File: config.mk
export PLATFORM = sky130hd
export DESIGN_NAME = anffl_tex_texel_fetch
export DESIGN_NICKNAME = d
export VERILOG_FILES = /design/src/rtl/anffl_tex_pkg.sv /design/src/rtl/anffl_tex_texel_unpack.sv /design/src/rtl/anffl_tex_texel_fetch.sv
export SDC_FILE = /design/constraint.sdc
export NUM_CORES = 1
export LEC_CHECK = 0
export CAP_MARGIN = 10
export CORE_MARGIN = 5
export CORE_UTILIZATION = 44
export DETAILED_ROUTE_END_ITERATION = 10
export PLACE_DENSITY = 0.71
export SLEW_MARGIN = 20
export SYNTH_ARGS = -nofsm -noshare
export SYNTH_HDL_FRONTEND = slang
export SYNTH_HIERARCHICAL = 1
export SYNTH_SLANG_ARGS = --single-unit
export TNS_END_PERCENT = 10
File: constraint.sdc
create_clock -name clk -period 3.7 [get_ports clk]
set_input_delay 0.74 -clock clk [delete_from_list [all_inputs] [get_ports clk]]
set_output_delay 0.74 -clock clk [all_outputs]
set_load 0.02 [all_outputs]
File: src/rtl/anffl_tex_pkg.sv
// ---------------------------------------------------------------------------
// anffl_tex_pkg
// Shared texture-format definitions for the texture address generator and
// the texel fetch unit.
//   - 5-bit format codes, laid out as {type[2:0], class[1:0]}
//   - format-class codes
//   - helpers: bytesPerTexel, isError, straddles
// ---------------------------------------------------------------------------
package anffl_tex_pkg;

    localparam logic [1:0] CLS_8BPC       = 2'b00;
    localparam logic [1:0] CLS_16BITS     = 2'b01;
    localparam logic [1:0] CLS_COMPRESSED = 2'b10;
    localparam logic [1:0] CLS_TILED      = 2'b11;

    localparam logic [4:0] FMT_RGB_24               = 5'b00000;
    localparam logic [4:0] FMT_RGB_24_TILED         = 5'b00011;
    localparam logic [4:0] FMT_RGBA_32              = 5'b00100;
    localparam logic [4:0] FMT_RGBA_32_TILED        = 5'b00111;
    localparam logic [4:0] FMT_RGB_16               = 5'b00001;
    localparam logic [4:0] FMT_RGB_16_TILED         = 5'b01011;
    localparam logic [4:0] FMT_RGBA_16              = 5'b00101;
    localparam logic [4:0] FMT_RGBA_16_TILED        = 5'b01111;
    localparam logic [4:0] FMT_RGB_15               = 5'b01001;
    localparam logic [4:0] FMT_RGBA_15_PUNCHTHROUGH = 5'b01101;
    localparam logic [4:0] FMT_R_8_TILED            = 5'b10011;
    localparam logic [4:0] FMT_R_16_TILED           = 5'b10111;
    localparam logic [4:0] FMT_RGB_ETC2             = 5'b00010;

    // Storage size of one texel; 0 marks compressed or undefined codes.
    function automatic logic [2:0] bytesPerTexel(input logic [4:0] fmt);
        logic [2:0] bpt;
        bpt = 3'd0;
        if (fmt[1:0] != CLS_COMPRESSED) begin
            case (fmt)
                FMT_RGB_24, FMT_RGB_24_TILED:         bpt = 3'd3;
                FMT_RGBA_32, FMT_RGBA_32_TILED:       bpt = 3'd4;
                FMT_RGB_16, FMT_RGB_16_TILED,
                FMT_RGBA_16, FMT_RGBA_16_TILED,
                FMT_RGB_15, FMT_RGBA_15_PUNCHTHROUGH,
                FMT_R_16_TILED:                       bpt = 3'd2;
                FMT_R_8_TILED:                        bpt = 3'd1;
                default:                              bpt = 3'd0;
            endcase
        end
        return bpt;
    endfunction

    // Unsupported format, or a texel not aligned to its own size.
    // 24-bit and 8-bit texels may start at any byte.
    function automatic logic isError(input logic [4:0] fmt, input logic [1:0] offset);
        logic [2:0] bpt;
        bpt = bytesPerTexel(fmt);
        return (bpt == 3'd0)
            || ((bpt == 3'd4) && (offset != 2'b00))
            || ((bpt == 3'd2) && offset[0]);
    endfunction

    // A 24-bit texel at byte 2 or 3 spills into the next word.
    function automatic logic straddles(input logic [4:0] fmt, input logic [1:0] offset);
        return (bytesPerTexel(fmt) == 3'd3) && offset[1];
    endfunction

endpackage

File: src/rtl/anffl_tex_texel_unpack.sv
// ---------------------------------------------------------------------------
// anffl_tex_texel_unpack
// Combinational texel extraction and expansion to RGBA8888.
//   window  in  64  byte window, byte0 = bits [7:0] (word1 in the upper half)
//   offset  in   2  byte offset of the texel within the window
//   format  in   5  texture format code
//   rgba    out 32  R[31:24] G[23:16] B[15:8] A[7:0]
// Unsupported codes produce 0; the fetch unit never uses that result.
// ---------------------------------------------------------------------------
module anffl_tex_texel_unpack
    import anffl_tex_pkg::*;
(
    input  logic [63:0] window,
    input  logic [1:0]  offset,
    input  logic [4:0]  format,
    output logic [31:0] rgba
);

    logic [31:0] texBytes;
    logic [7:0]  b0, b1, b2, b3;
    logic [15:0] half;
    logic        unusedWindowTop;

    // A texel never reaches beyond byte 6 of the window.
    assign unusedWindowTop = ^window[63:56];

    function automatic logic [7:0] expand5(input logic [4:0] v);
        return {v, v[4:2]};
    endfunction

    function automatic logic [7:0] expand6(input logic [5:0] v);
        return {v, v[5:4]};
    endfunction

    function automatic logic [7:0] expand4(input logic [3:0] v);
        return {v, v};
    endfunction

    always_comb begin
        texBytes = window[31:0];
        case (offset)
            2'd0:    texBytes = window[31:0];
            2'd1:    texBytes = window[39:8];
            2'd2:    texBytes = window[47:16];
            default: texBytes = window[55:24];
        endcase
    end

    assign b0   = texBytes[7:0];
    assign b1   = texBytes[15:8];
    assign b2   = texBytes[23:16];
    assign b3   = texBytes[31:24];
    assign half = texBytes[15:0];

    always_comb begin
        rgba = 32'h0;
        case (format)
            FMT_RGB_24, FMT_RGB_24_TILED:
                rgba = {b0, b1, b2, 8'hFF};
            FMT_RGBA_32, FMT_RGBA_32_TILED:
                rgba = {b0, b1, b2, b3};
            FMT_RGB_16, FMT_RGB_16_TILED:
                rgba = {expand5(half[15:11]), expand6(half[10:5]), expand5(half[4:0]), 8'hFF};
            FMT_RGBA_16, FMT_RGBA_16_TILED:
                rgba = {expand4(half[15:12]), expand4(half[11:8]),
                        expand4(half[7:4]), expand4(half[3:0])};
            FMT_RGB_15:
                rgba = {expand5(half[14:10]), expand5(half[9:5]), expand5(half[4:0]), 8'hFF};
            FMT_RGBA_15_PUNCHTHROUGH:
                rgba = {expand5(half[14:10]), expand5(half[9:5]), expand5(half[4:0]),
                        (half[15] ? 8'hFF : 8'h00)};
            FMT_R_8_TILED:
                rgba = {b0, 16'h0000, 8'hFF};
            FMT_R_16_TILED:
                rgba = {half[15:8], 16'h0000, 8'hFF};
            default:
                rgba = 32'h0;
        endcase
    end

endmodule

File: src/rtl/anffl_tex_texel_fetch.sv
// ---------------------------------------------------------------------------
// anffl_tex_texel_fetch
// Fetches one texel per request from texture memory and returns it as
// RGBA8888. Reads one word, or two when a 24-bit texel crosses a word
// boundary. Compressed/undefined formats and misaligned texels return
// ERR_COLOR with texErr set, without touching memory.
//   clk, rst_n                      clock, synchronous active-low reset
//   reqValid/reqReady/reqAddr/reqFormat   request from the address generator
//   memReqValid/memReqReady/memAddr       texture memory read request
//   memRspValid/memRspData                texture memory read data
//   texValid/texReady/texRgba/texErr      texel to the sampler/filter stage
//
// state | meaning
// ------+-------------------------------------------------------------
// IDLE  | ready for a request
// RD0   | read request for the word holding the texel's first byte
// WAIT0 | waiting for the first word
// RD1   | read request for the following word (straddling texel)
// WAIT1 | waiting for the second word
// OUT   | texel presented downstream until accepted
// ---------------------------------------------------------------------------
module anffl_tex_texel_fetch
    import anffl_tex_pkg::*;
#(
    parameter logic [31:0] ERR_COLOR = 32'hFF00FFFF
)
(
    input  logic        clk,
    input  logic        rst_n,
    input  logic        reqValid,
    output logic        reqReady,
    input  logic [31:0] reqAddr,
    input  logic [4:0]  reqFormat,
    output logic        memReqValid,
    input  logic        memReqReady,
    output logic [31:0] memAddr,
    input  logic        memRspValid,
    input  logic [31:0] memRspData,
    output logic        texValid,
    input  logic        texReady,
    output logic [31:0] texRgba,
    output logic        texErr
);

    typedef enum logic [2:0] {IDLE, RD0, WAIT0, RD1, WAIT1, OUT} fetchState_e;

    fetchState_e state;
    logic [1:0]  offsetQ;
    logic [4:0]  formatQ;
    logic [31:0] word0;
    logic [63:0] window;
    logic [31:0] unpacked;

    // In WAIT1 the incoming data is the upper word of the window; in WAIT0
    // a non-straddling texel lies entirely in the incoming word.
    assign window = (state == WAIT1) ? {memRspData, word0} : {32'h0, memRspData};

    anffl_tex_texel_unpack unpack (
        .window (window),
        .offset (offsetQ),
        .format (formatQ),
        .rgba   (unpacked)
    );

    always_ff @(posedge clk) begin
        if (!rst_n) begin
            state       <= IDLE;
            reqReady    <= 1'b0;
            memReqValid <= 1'b0;
            memAddr     <= 32'h0;
            texValid    <= 1'b0;
            texRgba     <= 32'h0;
            texErr      <= 1'b0;
            offsetQ     <= 2'b00;
            formatQ     <= 5'b0;
            word0       <= 32'h0;
        end else begin
            case (state)
                IDLE: begin
                    if (reqValid && reqReady) begin
                        reqReady <= 1'b0;
                        offsetQ  <= reqAddr[1:0];
                        formatQ  <= reqFormat;
                        if (isError(reqFormat, reqAddr[1:0])) begin
                            texValid <= 1'b1;
                            texErr   <= 1'b1;
                            texRgba  <= ERR_COLOR;
                            state    <= OUT;
                        end else begin
                            memReqValid <= 1'b1;
                            memAddr     <= {reqAddr[31:2], 2'b00};
                            state       <= RD0;
                        end
                    end else begin
                        reqReady <= 1'b1;
                    end
                end

                RD0: begin
                    if (memReqReady) begin
                        memReqValid <= 1'b0;
                        state       <= WAIT0;
                    end
                end

                WAIT0: begin
                    if (memRspValid) begin
                        word0 <= memRspData;
                        if (straddles(formatQ, offsetQ)) begin
                            memReqValid <= 1'b1;
                            memAddr     <= memAddr + 32'd4;
                            state       <= RD1;
                        end else begin
                            texValid <= 1'b1;
                            texErr   <= 1'b0;
                            texRgba  <= unpacked;
                            state    <= OUT;
                        end
                    end
                end

                RD1: begin
                    if (memReqReady) begin
                        memReqValid <= 1'b0;
                        state       <= WAIT1;
                    end
                end

                WAIT1: begin
                    if (memRspValid) begin
                        texValid <= 1'b1;
                        texErr   <= 1'b0;
                        texRgba  <= unpacked;
                        state    <= OUT;
                    end
                end

                OUT: begin
                    if (texReady) begin
                        texValid <= 1'b0;
                        texErr   <= 1'b0;
                        reqReady <= 1'b1;
                        state    <= IDLE;
                    end
                end

                default: begin
                    state <= IDLE;
                end
            endcase
        end
    end

endmodule

### After elaboration in Yosys (flattened, before gate mapping)

Memory sizes are Yosys's and may differ from the RTL's. A register that Yosys moved wholly into a read port is not among the register bits.
Cells that the tools add are included.

| storage, ports and cells | value |
|---|---|
| register bits | 110 |
| ROM bits | 192 |
| bits of input ports | 75 |
| output and inout bits | 68 |
| logic and storage cells | 130 |
| memories | 2 |

Memory list:

| name | depth | width | read ports | clocked after memory_dff | wr ports | RTL line | RTL |
|---|---|---|---|---|---|---|---|
| (name not given) | 32 | 3 | 1 | 0 | 0 | anffl_tex_pkg.sv:35 | `case (fmt)` |
| (name not given) | 32 | 3 | 1 | 1 | 0 | anffl_tex_pkg.sv:35 |  |

| cells by class | value |
|---|---|
| $add $sub $neg | 1 |
| eq/ne operators | 34 |
| multiplexer cells | 54 |
| reductions and logical operators | 29 |

Operators by type and width:

| cell | count |
|---|---|
| 2-to-1 mux 32 bit | 9 |
| one-hot mux 32 bit (8 select lines) | 1 |
| one-hot mux 32 bit (3 select lines) | 2 |
| one-hot mux 32 bit (2 select lines) | 1 |
| 2-to-1 mux 56 bit | 1 |
| 2-to-1 mux 3 bit | 16 |
| adder 32 x 3 -> 32 bit, second input constant | 1 |
| != test 2 bit, second input constant | 12 |
| == test 5 x 4 -> 1 bit, second input constant | 4 |
| one-hot mux 3 bit (6 select lines) | 1 |
| AND reduction 6 bit | 3 |
| 2-to-1 mux 1 bit | 16 |
| == test 5 x 3 -> 1 bit, second input constant | 3 |
| == test 3 x 2 -> 1 bit, second input constant | 4 |
| == test 5 bit, second input constant | 2 |
| 2-to-1 mux 5 bit | 2 |
| OR reduction 2 bit | 5 |
| == test 3 bit, second input constant | 3 |
| 2-to-1 mux 8 bit | 1 |
| one-hot mux 1 bit (4 select lines) | 2 |
| AND reduction 7 bit | 1 |
| logical NOT 3 bit | 2 |
| AND reduction 2 bit | 3 |
| nonzero test 2 bit | 3 |
| other kinds (15) | 20 |

### Depth between registers and ports, before layout

| logic depth | value |
|---|---|
| depth after elaboration | 12 |
| gate-level depth with buffers | 12 |
| mapped depth without buffers | 10 |

### Hierarchy

The synthesis kept the hierarchy.

Modules (own cells, without submodules):

| module | instances | cells an instance | area an instance (sq um) | sequential area each (sq um) |
|---|---|---|---|---|
| anffl_tex_texel_fetch | 1 | 706 | 5881.9 | 2222.1 |
| anffl_tex_texel_unpack | 1 | 190 | 1560.2 | 0.0 |

### Worst setup path after synthesis

No wires, ideal clock.

| path | value |
|---|---|
| kind | flip-flop to flip-flop |
| start point | reg state[2] |
| end point | reg texRgba[0] |
| library setup time | 119 ps |
| arrival time | 2778 ps |
| required time | 3581 ps |
| slack | 804 ps |
| cell stages (with the launch flop) | 11 |
| path buffers | 3 |
| period minus slack after synthesis | 2896 ps |
| path through | dfxtp_1 -> buf_2 -> buf_2 -> nand2_1 -> nor2_2 -> buf_2 -> mux2_2 -> mux4_2 -> a211oi_4 -> nand3_1 -> o221a_1 |

| between the ends | value |
|---|---|
| longest elaborated chain between the ends | 8 |
| elaborated cells between the ends (all ways) | 18 |
| classes of those cells | eq/ne (7); mux (8); reduce/logical (3) |

Ends and longest elaborated chain:

| what | RTL line | RTL |
|---|---|---|
| from (decl) | anffl_tex_texel_fetch.sv:47 | `fetchState_e state;` |
| from (signal assigned) | anffl_tex_texel_fetch.sv:67 | `state <= IDLE;` |
| from (signal assigned) | anffl_tex_texel_fetch.sv:88 | `state <= OUT;` |
| from (signal assigned) | anffl_tex_texel_fetch.sv:92 | `state <= RD0;` |
| == test 3 bit (*) | anffl_tex_texel_fetch.sv:56 | `assign window = (state == WAIT1) ? {memRspData, word0} : {32'h0, memRspData};` |
| 2-to-1 mux 56 bit (*) | anffl_tex_texel_fetch.sv:56 |  |
| net window[31] | anffl_tex_texel_fetch.sv:51 | `logic [63:0] window;` |
| one-hot mux 32 bit (3 select lines) (*) | anffl_tex_texel_unpack.sv:41 | `case (offset)` |
| 2-to-1 mux 8 bit (*) | anffl_tex_texel_unpack.sv:71 | `(half[15] ? 8'hFF : 8'h00)};` |
| one-hot mux 32 bit (8 select lines) (*) | anffl_tex_texel_unpack.sv:57 | `case (format)` |
| net unpacked[0] | anffl_tex_texel_fetch.sv:52 | `logic [31:0] unpacked;` |
| 2-to-1 mux 32 bit | anffl_tex_texel_fetch.sv:109 | `if (straddles(formatQ, offsetQ)) begin` |
| 2-to-1 mux 32 bit | anffl_tex_texel_fetch.sv:107 | `if (memRspValid) begin` |
| one-hot mux 32 bit (3 select lines) (*) | anffl_tex_texel_fetch.sv:78 | `case (state)` |
| to (signal assigned) | anffl_tex_texel_fetch.sv:116 | `texRgba <= unpacked;` |
| to (signal assigned) | anffl_tex_texel_fetch.sv:133 | `texRgba <= unpacked;` |
| to (decl) | anffl_tex_texel_fetch.sv:41 | `output logic [31:0] texRgba,` |

The timed path passes the listed nets; every way through them passes the cells marked *. The select of a mux whose other input is x is not followed.
A chain may end at the register's enable or synchronous reset.

### Worst setup path in the final report

| path | value |
|---|---|
| start point | reg state[1] |
| end point | reg texRgba[25] |

| between the ends | value |
|---|---|
| longest elaborated chain between the ends | 7 |
| elaborated cells between the ends (all ways) | 17 |
| classes of those cells | eq/ne (7); mux (7); reduce/logical (3) |

Ends and longest elaborated chain:

| what | RTL line |
|---|---|
| == test 3 bit (*) | anffl_tex_texel_fetch.sv:56 |
| 2-to-1 mux 56 bit (*) | anffl_tex_texel_fetch.sv:56 |
| net window[14] | anffl_tex_texel_fetch.sv:51 |
| one-hot mux 32 bit (3 select lines) (*) | anffl_tex_texel_unpack.sv:41 |
| one-hot mux 32 bit (8 select lines) (*) | anffl_tex_texel_unpack.sv:57 |
| net unpacked[25] | anffl_tex_texel_fetch.sv:52 |
| 2-to-1 mux 32 bit | anffl_tex_texel_fetch.sv:109 |
| 2-to-1 mux 32 bit | anffl_tex_texel_fetch.sv:107 |
| one-hot mux 32 bit (3 select lines) (*) | anffl_tex_texel_fetch.sv:78 |

Marked as above.

==> qor.yml <==
status: "finished, final reports clean"
min_period_ns: 2.98
final_common_cell: "nand2_1"
clkLatencyLatePin_ns: 0.35
r2r_start: "state[1]$_SDFFE_PN0P_"
min_path_type: "reg2reg"
power_density_mw_per_mm2: 591
met1_length_um: 9770
placed_cell_area_mm2: 0.00892
ant_nets: 0
numCtsBuffers: 9
core_area_mm2: 0.0165
wl_met2_um: 9590
startpoint_type: "flop"
root_buffer: "clkbuf_16"
drc_errors: 0
cts_num_sinks: 111
wirelength_um: 21100
relSlewSlack: 0.384
cp_top_family: "multiplexers"
critPathCaptureType: "flop"
die_h_um: 140
dr.pass1.iters: 5
p_leak_nw: 3.16
grt_pass1_vias: 6436
syn_avg_cell_area_um2: 8.32
drt-initial-drc-count: 513
slew_violations: 0
cp_common_cell: "mux2_2"
clk_pin_slew_ns: 0.07
grt_usage: 0.206
grt_max_degree: 67
holdCritStartpoint: "texRgba[17]$_SDFFE_PN0P_"
h-tree-depth: 3
antenna_cells: 0
ys_warn_count: 6
max_freq_mhz: 335
topRoutingLayerUsed: "met4"
path_cells: "inv_1 -> nand2_1 -> nor2_4 -> buf_4 -> mux2_2 -> mux2_2 -> mux2i_2 -> o22ai_1 -> a211o_1 -> o221a_1"
rows: 47
nets: 1068
tightest_slew_ns: 0.917
cts_repair_resize_count: 0
cp.buffers_inverters: 2
vias: 7009
cts_tree: "done"
drive_gt1_frac: 0.131
die_x_um: 140
dpl_worst_slack_ns: 0.392
cap_viol_max_count: 0
rsz0062_at_grt: "no"
cp.arrival_ns: 3.22
finalHoldViolations: 0
required_ns: 3.93
die_area_mm2: 0.0195
vdd_drop_max_v: 0.000270
final_area_mm2: 0.00919
gp_congestion: 0.942
cts_buffer_depth: 2
met3_wirelength_um: 1390
fin_setup_tns_ns: 0
cp_max_fo: 21
holdBufCountCts: 0
vias_per_cell: 5.80
layout_common_cells: "157 x nand2_1, 139 x clkdlybuf4s50_1, 109 x dfxtp_1, 76 x a21oi_1, 45 x nand3_1"
place.detailed.hpwl_um: 15500
cp_slowest_stage_delay_ns: 0.43
synthCells: 888
postCtsSetupRepairBufs: 0
timing.hold.ws_ns: 0.449
grt_pass1_wl_um: 33600
portBuffers: 140
grt_antenna_before_repair: 0
syn-cell-area_mm2: 0.00739
wl_per_cell_um: 17.4
cp-startpoint: "state[1]$_SDFFE_PN0P_"
total_power_w: 0.00543
grt-ovfl-total: 0
slowest_stage: "nor2_4"
finClkSkew_ns: 0.0112
crit_type: "reg2reg"
syn2layout_area_growth_pct: 24.3
setup_violations: 0
start_util: 0.447
ios: 143
rrSetupSlack_ns: 0.72
post-route-period-util: 0.806
setup_slack_ns: 0.716
## registers in the layout (all words and copies together), names as in the netlist, named ones only
name,cells
texRgba,32
texErr,1
memReqValid,1
state,3
texValid,1
formatQ,5
word0,32
memAddr,30
reqReady,1
offsetQ,2
## stage by stage
step,utilization,std cells
2_1_floorplan,-,889
3_3_place_gp,0.540,1195
3_5_place_dp,0.540,1195
4_1_cts,0.556,1209
5_1_grt,0.556,1209
6_report,0.556,1209
## power breakdown
part	leakage (nW)	internal (W)	total (W)	switching, W
clock network	0.135	0.000490	0.000919	0.000429
logic	2.13	0.00129	0.00285	0.00155
registers	0.902	0.00143	0.00167	0.000239
total	3.16	0.00321	0.00543	0.00222
## final timing paths
path                                                 end  depth (start not counted)
worst min-delay path            texRgba[17]$_SDFFE_PN0P_                          2
worst max register to register  texRgba[25]$_SDFFE_PN0P_                         10
worst max-delay path            texRgba[25]$_SDFFE_PN0P_                         10
worst min register to register  texRgba[17]$_SDFFE_PN0P_                          2
## metal layers
metal  up-vias  GRT usage
li1       3458          -
met1      3283      0.294
met2       244      0.324
met3        24     0.0329
met4         0     0.0586
met5         -          0
## worst min-delay path, stage by stage, from the launching register on
cell	delay (ns)
dfxtp_1	0.31
nand2_1	0.05
o21ai_1	0.05
## area by class of cell
cell class	count	area, um2
fillers	1491	7330
multi-input cells	690	4790
flip-flops and latches	111	2220
repair buffers	162	1590
well taps	220	275
clock buffers	12	256
inverters	12	45.0
clock inverters	2	17.5
(Power assumes the default switching activity.)
